$ cat src/rtl/mru_pkg.sv
// Shared helpers for the MRU tracker: index-width computation.
package mru_pkg;

    // Number of bits needed to address depth entries (at least 1).
    function automatic int idx_w(input int depth);
        int w;
        w = 1;
        while ((1 << w) < depth) begin
            w = w + 1;
        end
        return w;
    endfunction

endpackage

$ cat src/rtl/mru_match.sv
// Combinational key lookup over the MRU list; only valid entries can match,
// and the lowest matching index wins.
module mru_match
    import mru_pkg::*;
#(
    parameter int DATA_W = 8,
    parameter int DEPTH  = 4,
    parameter int IDX_W  = idx_w(DEPTH)
) (
    input  logic [DEPTH*DATA_W-1:0] entries_i,
    input  logic [DEPTH-1:0]        valid_i,
    input  logic [DATA_W-1:0]       key_i,
    output logic                    hit_o,
    output logic [IDX_W-1:0]        hit_idx_o
);

    // Scan from the top down so the lowest matching index is the last writer.
    always_comb begin
        hit_o     = 1'b0;
        hit_idx_o = '0;
        for (int i = DEPTH - 1; i >= 0; i--) begin
            if (valid_i[i] && (entries_i[i*DATA_W +: DATA_W] == key_i)) begin
                hit_o     = 1'b1;
                hit_idx_o = IDX_W'(i);
            end
        end
    end

endmodule

$ cat src/rtl/mru_tracker.sv
// MRU list of the last DEPTH distinct sample values with move-to-front on hit.
// A sample is registered in a stage register, compared against the list in
// the following cycle, and the list/pulses/counters update at that cycle's end.
module mru_tracker
    import mru_pkg::*;
#(
    parameter int DATA_W = 8,
    parameter int DEPTH  = 4,
    parameter int CNT_W  = 16,
    parameter int IDX_W  = idx_w(DEPTH)
) (
    input  logic                    clk_in,
    input  logic                    reset_n_in,
    input  logic                    in_valid,
    input  logic [DATA_W-1:0]       data_in,
    input  logic                    flush_in,
    output logic [DEPTH*DATA_W-1:0] out_data,
    output logic [DEPTH-1:0]        out_valid,
    output logic                    hit_out,
    output logic                    miss_out,
    output logic [IDX_W-1:0]        hit_idx_out,
    output logic                    evict_valid_out,
    output logic [DATA_W-1:0]       evict_data_out,
    output logic [CNT_W-1:0]        hit_cnt_out,
    output logic [CNT_W-1:0]        miss_cnt_out
);

    logic                    stage_valid_q;
    logic [DATA_W-1:0]       stage_data_q;
    logic [DATA_W-1:0]       entries_q [DEPTH];
    logic [DATA_W-1:0]       entries_d [DEPTH];
    logic [DEPTH-1:0]        valid_q, valid_d;
    logic                    hit_q, hit_d;
    logic                    miss_q, miss_d;
    logic [IDX_W-1:0]        hit_idx_q, hit_idx_d;
    logic                    evict_valid_q, evict_valid_d;
    logic [DATA_W-1:0]       evict_data_q, evict_data_d;
    logic [CNT_W-1:0]        hit_cnt_q, miss_cnt_q;
    logic [DEPTH*DATA_W-1:0] entries_flat;
    logic                    match_hit;
    logic [IDX_W-1:0]        match_idx;

    // Flatten the list for the matcher and the output bus (entry 0 in the low bits).
    always_comb begin
        entries_flat = '0;
        for (int i = 0; i < DEPTH; i++) begin
            entries_flat[i*DATA_W +: DATA_W] = entries_q[i];
        end
    end

    mru_match #(
        .DATA_W (DATA_W),
        .DEPTH  (DEPTH),
        .IDX_W  (IDX_W)
    ) u_match (
        .entries_i (entries_flat),
        .valid_i   (valid_q),
        .key_i     (stage_data_q),
        .hit_o     (match_hit),
        .hit_idx_o (match_idx)
    );

    // Next list contents and event pulses for the staged sample.
    always_comb begin
        entries_d     = entries_q;
        valid_d       = valid_q;
        hit_d         = 1'b0;
        miss_d        = 1'b0;
        hit_idx_d     = hit_idx_q;
        evict_valid_d = 1'b0;
        evict_data_d  = evict_data_q;
        if (stage_valid_q) begin
            if (match_hit) begin
                // Move-to-front: entries above the hit slide down by one.
                hit_d        = 1'b1;
                hit_idx_d    = match_idx;
                entries_d[0] = stage_data_q;
                for (int i = 1; i < DEPTH; i++) begin
                    if (i <= int'(match_idx)) begin
                        entries_d[i] = entries_q[i-1];
                    end
                end
            end else begin
                // Insert at the front; whatever sat in the last slot falls off.
                miss_d       = 1'b1;
                entries_d[0] = stage_data_q;
                for (int i = 1; i < DEPTH; i++) begin
                    entries_d[i] = entries_q[i-1];
                end
                valid_d = {valid_q[DEPTH-2:0], 1'b1};
                if (valid_q[DEPTH-1]) begin
                    evict_valid_d = 1'b1;
                    evict_data_d  = entries_q[DEPTH-1];
                end
            end
        end
    end

    // Stage register, list state, pulses and saturating counters.
    always_ff @(posedge clk_in) begin
        if (!reset_n_in) begin
            stage_valid_q <= 1'b0;
            stage_data_q  <= '0;
            for (int i = 0; i < DEPTH; i++) begin
                entries_q[i] <= '0;
            end
            valid_q       <= '0;
            hit_q         <= 1'b0;
            miss_q        <= 1'b0;
            hit_idx_q     <= '0;
            evict_valid_q <= 1'b0;
            evict_data_q  <= '0;
            hit_cnt_q     <= '0;
            miss_cnt_q    <= '0;
        end else if (flush_in) begin
            // Data is kept; only validity and any in-flight sample are dropped.
            stage_valid_q <= 1'b0;
            valid_q       <= '0;
            hit_q         <= 1'b0;
            miss_q        <= 1'b0;
            evict_valid_q <= 1'b0;
        end else begin
            stage_valid_q <= in_valid;
            if (in_valid) begin
                stage_data_q <= data_in;
            end
            entries_q     <= entries_d;
            valid_q       <= valid_d;
            hit_q         <= hit_d;
            miss_q        <= miss_d;
            hit_idx_q     <= hit_idx_d;
            evict_valid_q <= evict_valid_d;
            evict_data_q  <= evict_data_d;
            if (hit_d && (hit_cnt_q != {CNT_W{1'b1}})) begin
                hit_cnt_q <= hit_cnt_q + CNT_W'(1);
            end
            if (miss_d && (miss_cnt_q != {CNT_W{1'b1}})) begin
                miss_cnt_q <= miss_cnt_q + CNT_W'(1);
            end
        end
    end

    assign out_data        = entries_flat;
    assign out_valid       = valid_q;
    assign hit_out         = hit_q;
    assign miss_out        = miss_q;
    assign hit_idx_out     = hit_idx_q;
    assign evict_valid_out = evict_valid_q;
    assign evict_data_out  = evict_data_q;
    assign hit_cnt_out     = hit_cnt_q;
    assign miss_cnt_out    = miss_cnt_q;

endmodule

$ cat config.mk
export PLATFORM = sky130hd
export DESIGN_NAME = mru_tracker
export DESIGN_NICKNAME = d
export VERILOG_FILES = /design/src/rtl/mru_pkg.sv /design/src/rtl/mru_match.sv /design/src/rtl/mru_tracker.sv
export SDC_FILE = /design/constraint.sdc
export NUM_CORES = 1
export LEC_CHECK = 0
export CAP_MARGIN = 40
export CORE_MARGIN = 2
export CORE_UTILIZATION = 45
export CTS_CLUSTER_SIZE = 8
export DETAILED_ROUTE_END_ITERATION = 16
export GPL_TIMING_DRIVEN = 0
export PLACE_DENSITY = 0.83
export SLEW_MARGIN = 10
export SYNTH_ARGS = -nofsm -noshare
export SYNTH_HDL_FRONTEND = slang
export SYNTH_SLANG_ARGS = --single-unit
export TNS_END_PERCENT = 50
$ cat constraint.sdc
create_clock -name clk_in -period 1.8 [get_ports clk_in]
set_input_delay 0.36 -clock clk_in [delete_from_list [all_inputs] [get_ports clk_in]]
set_output_delay 0.36 -clock clk_in [all_outputs]
set_load 0.02 [all_outputs]
==> impl.org <==
** Global routing
- Number of global-route vias before repair :: just under 4k
- Global-route wire length before repair :: roughly 19 mm
- Summed over all layers, the global routing overflow is 0.
- Total global routing track utilization :: a little under a quarter
- Number of antenna violations at the first check in global routing :: 0
- Maximum number of pins on one net before global-route repair :: 16

** Die
- Effective utilization at floorplan :: between 40% and 50%
- The die is between 90 and 100 um wide.
- The die covers 9950 um^2.
- 93 I/O pins were placed.
- Die extent in y :: 99.8 um
- The floorplan step defined a core boundary enclosing roughly 9000 um^2.
- Floorplan row count :: 34

** Worst setup path
- Along the worst path, the maximum fanout reaches 6.
- Traced cell by cell, the critical path runs through xnor2_2, nand4_1, nor4_4, or3_4, o211ai_1, buf_4, buf_6, o21ai_0, a21oi_1.
- Capture point of the critical path :: hit_cnt_out[9]$_SDFFE_PN0P_
- The worst setup path is captured at a flop.
- In this run the critical register-to-register path is launched from stage_data_q[1]$_SDFFE_PN0P_.
- Data on the critical path is required at its endpoint by a little over 2 ns.
- The worst setup path is of the reg -> reg kind.
- Source of the critical timing path :: stage_data_q[1]$_SDFFE_PN0P_
- Crit path launch type :: flop
- Critical-path top delay cell :: dfxtp_4
- Worst r2r dst :: hit_cnt_out[9]$_SDFFE_PN0P_
- Measured in cells, the most critical reg-to-reg path has a length of 9.
- Endpoint arrival time on the critical path :: ~2.5 ns
- Setup slack of the worst register-to-register path :: -0.40 ns
- Worst stage delay on the critical path :: ~0.43 ns

** Status
- The flow ran to the end, but the final reports show violations.
- Failing checks :: negative setup slack

** Logic synthesis
- Number of flip-flops and latches in the synthesized netlist :: 90
- The synthesized netlist devotes 0.606% of its cell area to adder and majority cells.
- Synthesis produced roughly 470 cells.
- Mapped cell area :: about 4100 um^2
- Part of the Yosys area used for sequential elements :: between 40% and 50%
- Post-synthesis area per instance :: 8.71 um^2
- The portion of synthesized area spent on multiplexers is approximately 5.3%.
- Summing the areas of all compound-gate instances in the mapped netlist gives a little under an eighth of the synthesized area.
- Most common cell in the synthesized netlist :: dfxtp_1
- By area, the combinational part of the netlist is dominated by simple AND/OR/NAND/NOR gates.
- The Yosys step of the flow raised 0 warnings.
- Number of distinct standard cells referenced by the synthesized netlist :: 46
- Most instantiated cells after synthesis :: dfxtp_1, nand2_1, nor2_1
- The biggest area contributor in the post-synthesis netlist is dfxtp_1.
- Summing the areas of all and, or, nand and nor instances in the mapped netlist gives between 20% and 30% of the synthesized area.
- XOR/XNOR Fraction of Synth Area :: between 10% and 20%
- Area contributors post-synth :: dfxtp_1, xnor2_1, nand2_1
- Top_reg_cell synth :: dfxtp_1
- Proportion of netlist area held by the largest area contributor :: between 40% and 50%
- Total nets after synthesis :: slightly below 500
- Proportion of synthesized flip-flops having asynchronous set or reset :: 0%
- Count of flip-flops with a built-in enable after synthesis :: 0

** Layout
- The post-route netlist has ~29% of its cells at a drive strength greater than 1.
- Compared with the post-synthesis result, the final layout area differs by 52.9%.
- Finished Layout Cells :: around 720
- Nets :: slightly above 600
- For this run, the share of the core covered by cells in the final layout is roughly 72%.
- 0 antenna diodes ended up in the layout.
- Area used by multi-input combinational logic :: ~2600 um^2
- # fillers :: roughly 550
- The sequential cells in the finished layout cover a total of approximately 1900 um^2.

** Timing
- Setup repair after global routing could not meet its margin everywhere.
- Final setup fails :: 74
- Worst Slack Setup Final :: -0.402 ns
- Worst max-slew margin expressed relative to the limit :: 58.7%
- Based on the critical path, the design can be clocked at up to approximately 450 MHz.
- The smallest clock period supported by the final layout is computed as between 2 and 2.5 ns.
- Pins Over Slew Limit :: 0
- In the final timing run, aggregate negative setup slack is -19.52 ns.
- Setup Skew :: between 0.01 and 0.015 ns
- Transition time of the tightest slew-check pin :: 0.619 ns
- Count of endpoints failing hold in the final timing report :: 0
- Final hold analysis gives a worst-case slack of approximately 0.47 ns.
- After layout, the worst path uses 122% of the clock period.

** Clock tree
- H-Tree Level Count :: 3
- Clock latency on the worst-skew pair, taken at its later pin, is roughly 0.38 ns.
- Clock buffer count from CTS :: 9
- For this design, the sink count on the clock tree is 90.
- TritonCTS built the clock tree.
- Clock root buffer :: clkbuf_8
- Clock transition at the registers of the reported paths :: around 0.090 ns
- Max Root-Sink Buffers :: 2

** Place
- Routability-driven placement finished with a final weighted congestion of 0.870.
- The number of placed instances, taps included, is 674.
- Pre-CTS WS :: -0.878 ns
- Detailed placer's ending HPWL :: 8.09 mm
- # port buffers :: 92

** Drt
- Dividing the detail-routed via count by the number of cells gives 5.79.
- Count of TritonRoute iterations in the first routing pass :: 7
- Remaining antenna violation count :: 0
- Initial DRC count :: between 200 and 300
- Aggregate routed wire length :: 14.1 mm
- Wirelength per Cell :: 19.6 um
- Post-detailed-route DRC marker count :: 0
- DR vias :: 4,163

** Pwr
- For this design the static power due to leakage is 2.54 nW.
- For this design the ratio of total power to cell area is approximately 580 nW/um^2.
- Maximum resistive drop on vdd :: approximately 370 uV

** Worst hold path
- The min-delay analysis places its worst path in the category reg -> reg.

** Flow run
- The tool flagged a number of max-cap violations equal to 0.
[worst min-delay path by stage]
stage | startpoint | endpoint | slack [ns] | depth (start not counted)
6_report | evict_data_out[6]$_SDFFE_PN0P_ | evict_data_out[6]$_SDFFE_PN0P_ | 0.47 | 2
2_1_floorplan | data_in[2] | stage_data_q[2]$_SDFFE_PN0P_ | 0.50 | 2
5_1_grt | evict_data_out[3]$_SDFFE_PN0P_ | evict_data_out[3]$_SDFFE_PN0P_ | 0.50 | 2
3_5_place_dp | hit_idx_out[1]$_SDFFE_PN0P_ | hit_idx_out[1]$_SDFFE_PN0P_ | 0.46 | 2
4_1_cts | hit_idx_out[1]$_SDFFE_PN0P_ | hit_idx_out[1]$_SDFFE_PN0P_ | 0.47 | 2
3_3_place_gp | evict_data_out[6]$_SDFFE_PN0P_ | evict_data_out[6]$_SDFFE_PN0P_ | 0.45 | 2
[placed cells by master (no fill, tap or decap), types with 3 or more instances in the layout]
| cell | n |
|---|---|
| buf_6 | 15 |
| a21oi_1 | 31 |
| or3_4 | 4 |
| nor3_4 | 6 |
| dfxtp_1 | 42 |
| a21oi_2 | 3 |
| dfxtp_2 | 37 |
| nand3_1 | 14 |
| nor2_1 | 42 |
| dlymetal6s2s_1 | 23 |
| nand3_2 | 8 |
| nor2b_1 | 3 |
| clkbuf_8 | 10 |
| and2_1 | 3 |
| o211ai_1 | 3 |
| nand2b_1 | 7 |
| o21ai_1 | 11 |
| nor3_1 | 3 |
| o21ai_0 | 15 |
| o31ai_1 | 3 |
| buf_4 | 24 |
| nand2_1 | 64 |
| clkinv_2 | 3 |
| and3_1 | 3 |
| mux2i_1 | 21 |
| buf_12 | 3 |
| xor2_1 | 8 |
| xnor2_2 | 17 |
| nand4_1 | 14 |
| inv_1 | 8 |
| or3_1 | 4 |
| a2111oi_4 | 3 |
| dfxtp_4 | 11 |
| clkdlybuf4s50_1 | 69 |
| xnor2_1 | 21 |
| clkbuf_1 | 12 |
[stage by stage]
| step | total power [mW] | area (um^2) |
|---|---|---|
| after detailed placement | 2.29 | 5310 |
| after floorplan | 2.22 | 4250 |
| after global placement | 2.29 | 5310 |
| final | 3.63 | 6310 |
| after global routing | 3.72 | 6310 |
| after CTS | 3.57 | 5840 |
[final cells by class]
cell class | instances | share of cell area [%]
multi-input cells | 346 | 41.2
well taps | 108 | 2.14
flip-flops and latches | 90 | 29.9
plain buffers | 23 | 2.58
repair buffers | 127 | 20.7
clock buffers | 10 | 2.18
clock inverters | 6 | 0.635
inverters | 9 | 0.575
[per-layer routing]
layer / GRT usage, % / share of wire, % / vias to the layer above
li1: - / - / 1907
met1: 29.1 / 38 / 1957
met2: 41.6 / 50 / 234
met3: 4.71 / 7.7 / 65
met4: 8.75 / 4.7 / 0
met5: 0 / 0 / -
[repair_timing]
| action | CTS | global route |
|---|---|---|
| setup buffers | 23 | 10 |
| pin swaps | 24 | 43 |
| endpoints found under the setup margin | 72 | 92 |
| gates cloned | 0 | 2 |
| resized for setup | 44 | 107 |
| hold endpoints to repair | 0 | 0 |
| hold buffers | 0 | 0 |
[critical path: cells and delay by family, from the launching register on]
family | cells | cell delay [ns]
and+or+nand+nor | 3 | 0.76
xor gates and xnor gates | 1 | 0.13
buffers and inverters | 2 | 0.32
DFF | 1 | 0.43
AOI/OAI and AO/OA | 3 | 0.42
[flip-flops by register name, summed over array words and instances, names as in the netlist]
signal / flops
hit_out: 1
hit_idx_out: 2
out_valid: 4
stage_data_q: 8
stage_valid_q: 1
hit_cnt_out: 16
evict_data_out: 8
evict_valid_out: 1
out_data: 32
miss_out: 1
miss_cnt_out: 16
[logic make-up after synthesis]
group / Yosys count
compound gates: 78
xor+xnor: 49
fa+ha+maj: 2
buf+inv: 38
flops: 90
mux: 22
simple gates: 195
[power breakdown]
part	switching, mW	internal, mW
registers	0.0272	1.99
logic	0.168	0.129
clock network	0.775	0.542
total	0.971	2.66
(Power assumes the default switching activity.)
==> variant: new RTL, same settings <==
Make the reset (`reset_n_in`) asynchronous in one clocked block.
--- a/src/rtl/mru_tracker.sv
+++ b/src/rtl/mru_tracker.sv
@@ -97,7 +97,7 @@
     end
 
     // Stage register, list state, pulses and saturating counters.
-    always_ff @(posedge clk_in) begin
+    always_ff @(posedge clk_in or negedge reset_n_in) begin
         if (!reset_n_in) begin
             stage_valid_q <= 1'b0;
             stage_data_q  <= '0;
Check against the original RTL: differs if reset_n_in is asserted again (counterexample within 4 cycles, from zero or initial values and one cycle with reset_n_in low); with reset_n_in held inactive, the same outputs for 4 cycles.
==> variant against the original RTL <==
  * The flow still finishes with violations (negative setup slack)
  * Largest cell class unchanged
  * Design area grew 6.6%
  * First-iteration DRC count shrank 49%
  * Synthesized area grew 7.2%
  * Sequential cell count is the same
  * Critical path type unchanged
  * Setup slack gained 0.028 ns
  * Via count shrank 18%
  * Routed wire length shrank 16%
  * Core utilization shrank 1.9 points
Power is not compared: it rests on default switching activity, and its combinational part moved more than twofold at a synthesized area within 25%.
==> variant: results (changes against the original RTL) <==
* Setup ws final at -0.374 ns (+0.0285 ns)
* Setup TNS at -16.96 ns (+2.57 ns)
* Violated checks: negative setup slack
* Register area at 2260 µm² (+20%)
* Clock-cell share at 2.75% (-0.063 points)
* Nets at 524 (-15%)
* Dpl ws at -0.845 ns (+0.0338 ns)
* Worst skew pair latency at 0.35 ns (-0.03 ns)
* Largest net degree at the start of global routing at 55 (+39)
* Outcome: complete, but fails checks
* Compound-gate portion of the synthesized area at 1.55% (-9.9 points)
* Non-clock buffering overhead at 23.5% (+0.19 points)
* CP Data Arrival Time at 2.41 ns (-0.04 ns)
* Syn nets at 381 (-22%)
* Cell Count Post-Placement at 593 (-12%)
* Post-CTS Resized at 95 (+120%)
* Final Wtd Congestion at 0.832 (-4.4%)
* Largest area contributor in the netlist: dfrtp_1
* Power, Total at 6.89 mW
* WHS Endpoint: miss_cnt_out[15]$_DFFE_PN0P_
* DR pass1 iterations at 5 (-2)
* Non-clk invs at 1 (-8)
* Cts hold-fix bufs at 1 (+1)
* Reg2reg path depth at 10 (+1)
* Reg2reg start: stage_data_q[3]$_DFFE_PN0P_
* Ys async rst share at 100% (+100 points)
* Top delay family on crit path: buffers and inverters
* Xor and xnor area share after synthesis at 12.6% (+2.2 points)
* Endpoints failing setup at 72 (-2.7%)
* Hpwl dp at 7.24 mm (-11%)
* Worst clock skew at 0.0106 ns (-0.000701 ns)
* Share of post-route cells with drive strength above 1 at 36.6% (+7.4 points)
variant: layer usage:
metal,global-route usage [%],wire (µm)
met5,0,0
met4,7.79,154
met3,6.05,618
met2,35.2,6310
met1,28.7,4790
variant: how the worst max path moves through the flow:
stage	to	slack, ns	cells after the start
3_5_place_dp	out_data[25]$_DFFE_PN0P_	-0.84	7
3_3_place_gp	hit_cnt_out[0]$_DFFE_PN0P_	-3.14	1
4_1_cts	evict_data_out[1]$_DFFE_PN0P_	-0.30	9
2_1_floorplan	hit_cnt_out[1]$_DFFE_PN0P_	-0.14	6
6_report	out_data[24]$_DFFE_PN0P_	-0.37	10
5_1_grt	hit_cnt_out[12]$_DFFE_PN0P_	-0.46	9
variant: logic make-up (layout without fill, tap and decap cells):
kind of cell / count (synthesis) / count (layout)
DFF: 90 / 90
xor gates and xnor gates: 60 / 60
and+or+nand+nor: 142 / 142
AOI/OAI and AO/OA: 9 / 9
adders and majority gates: 2 / 2
muxes: 45 / 45
buffers and inverters: 19 / 166
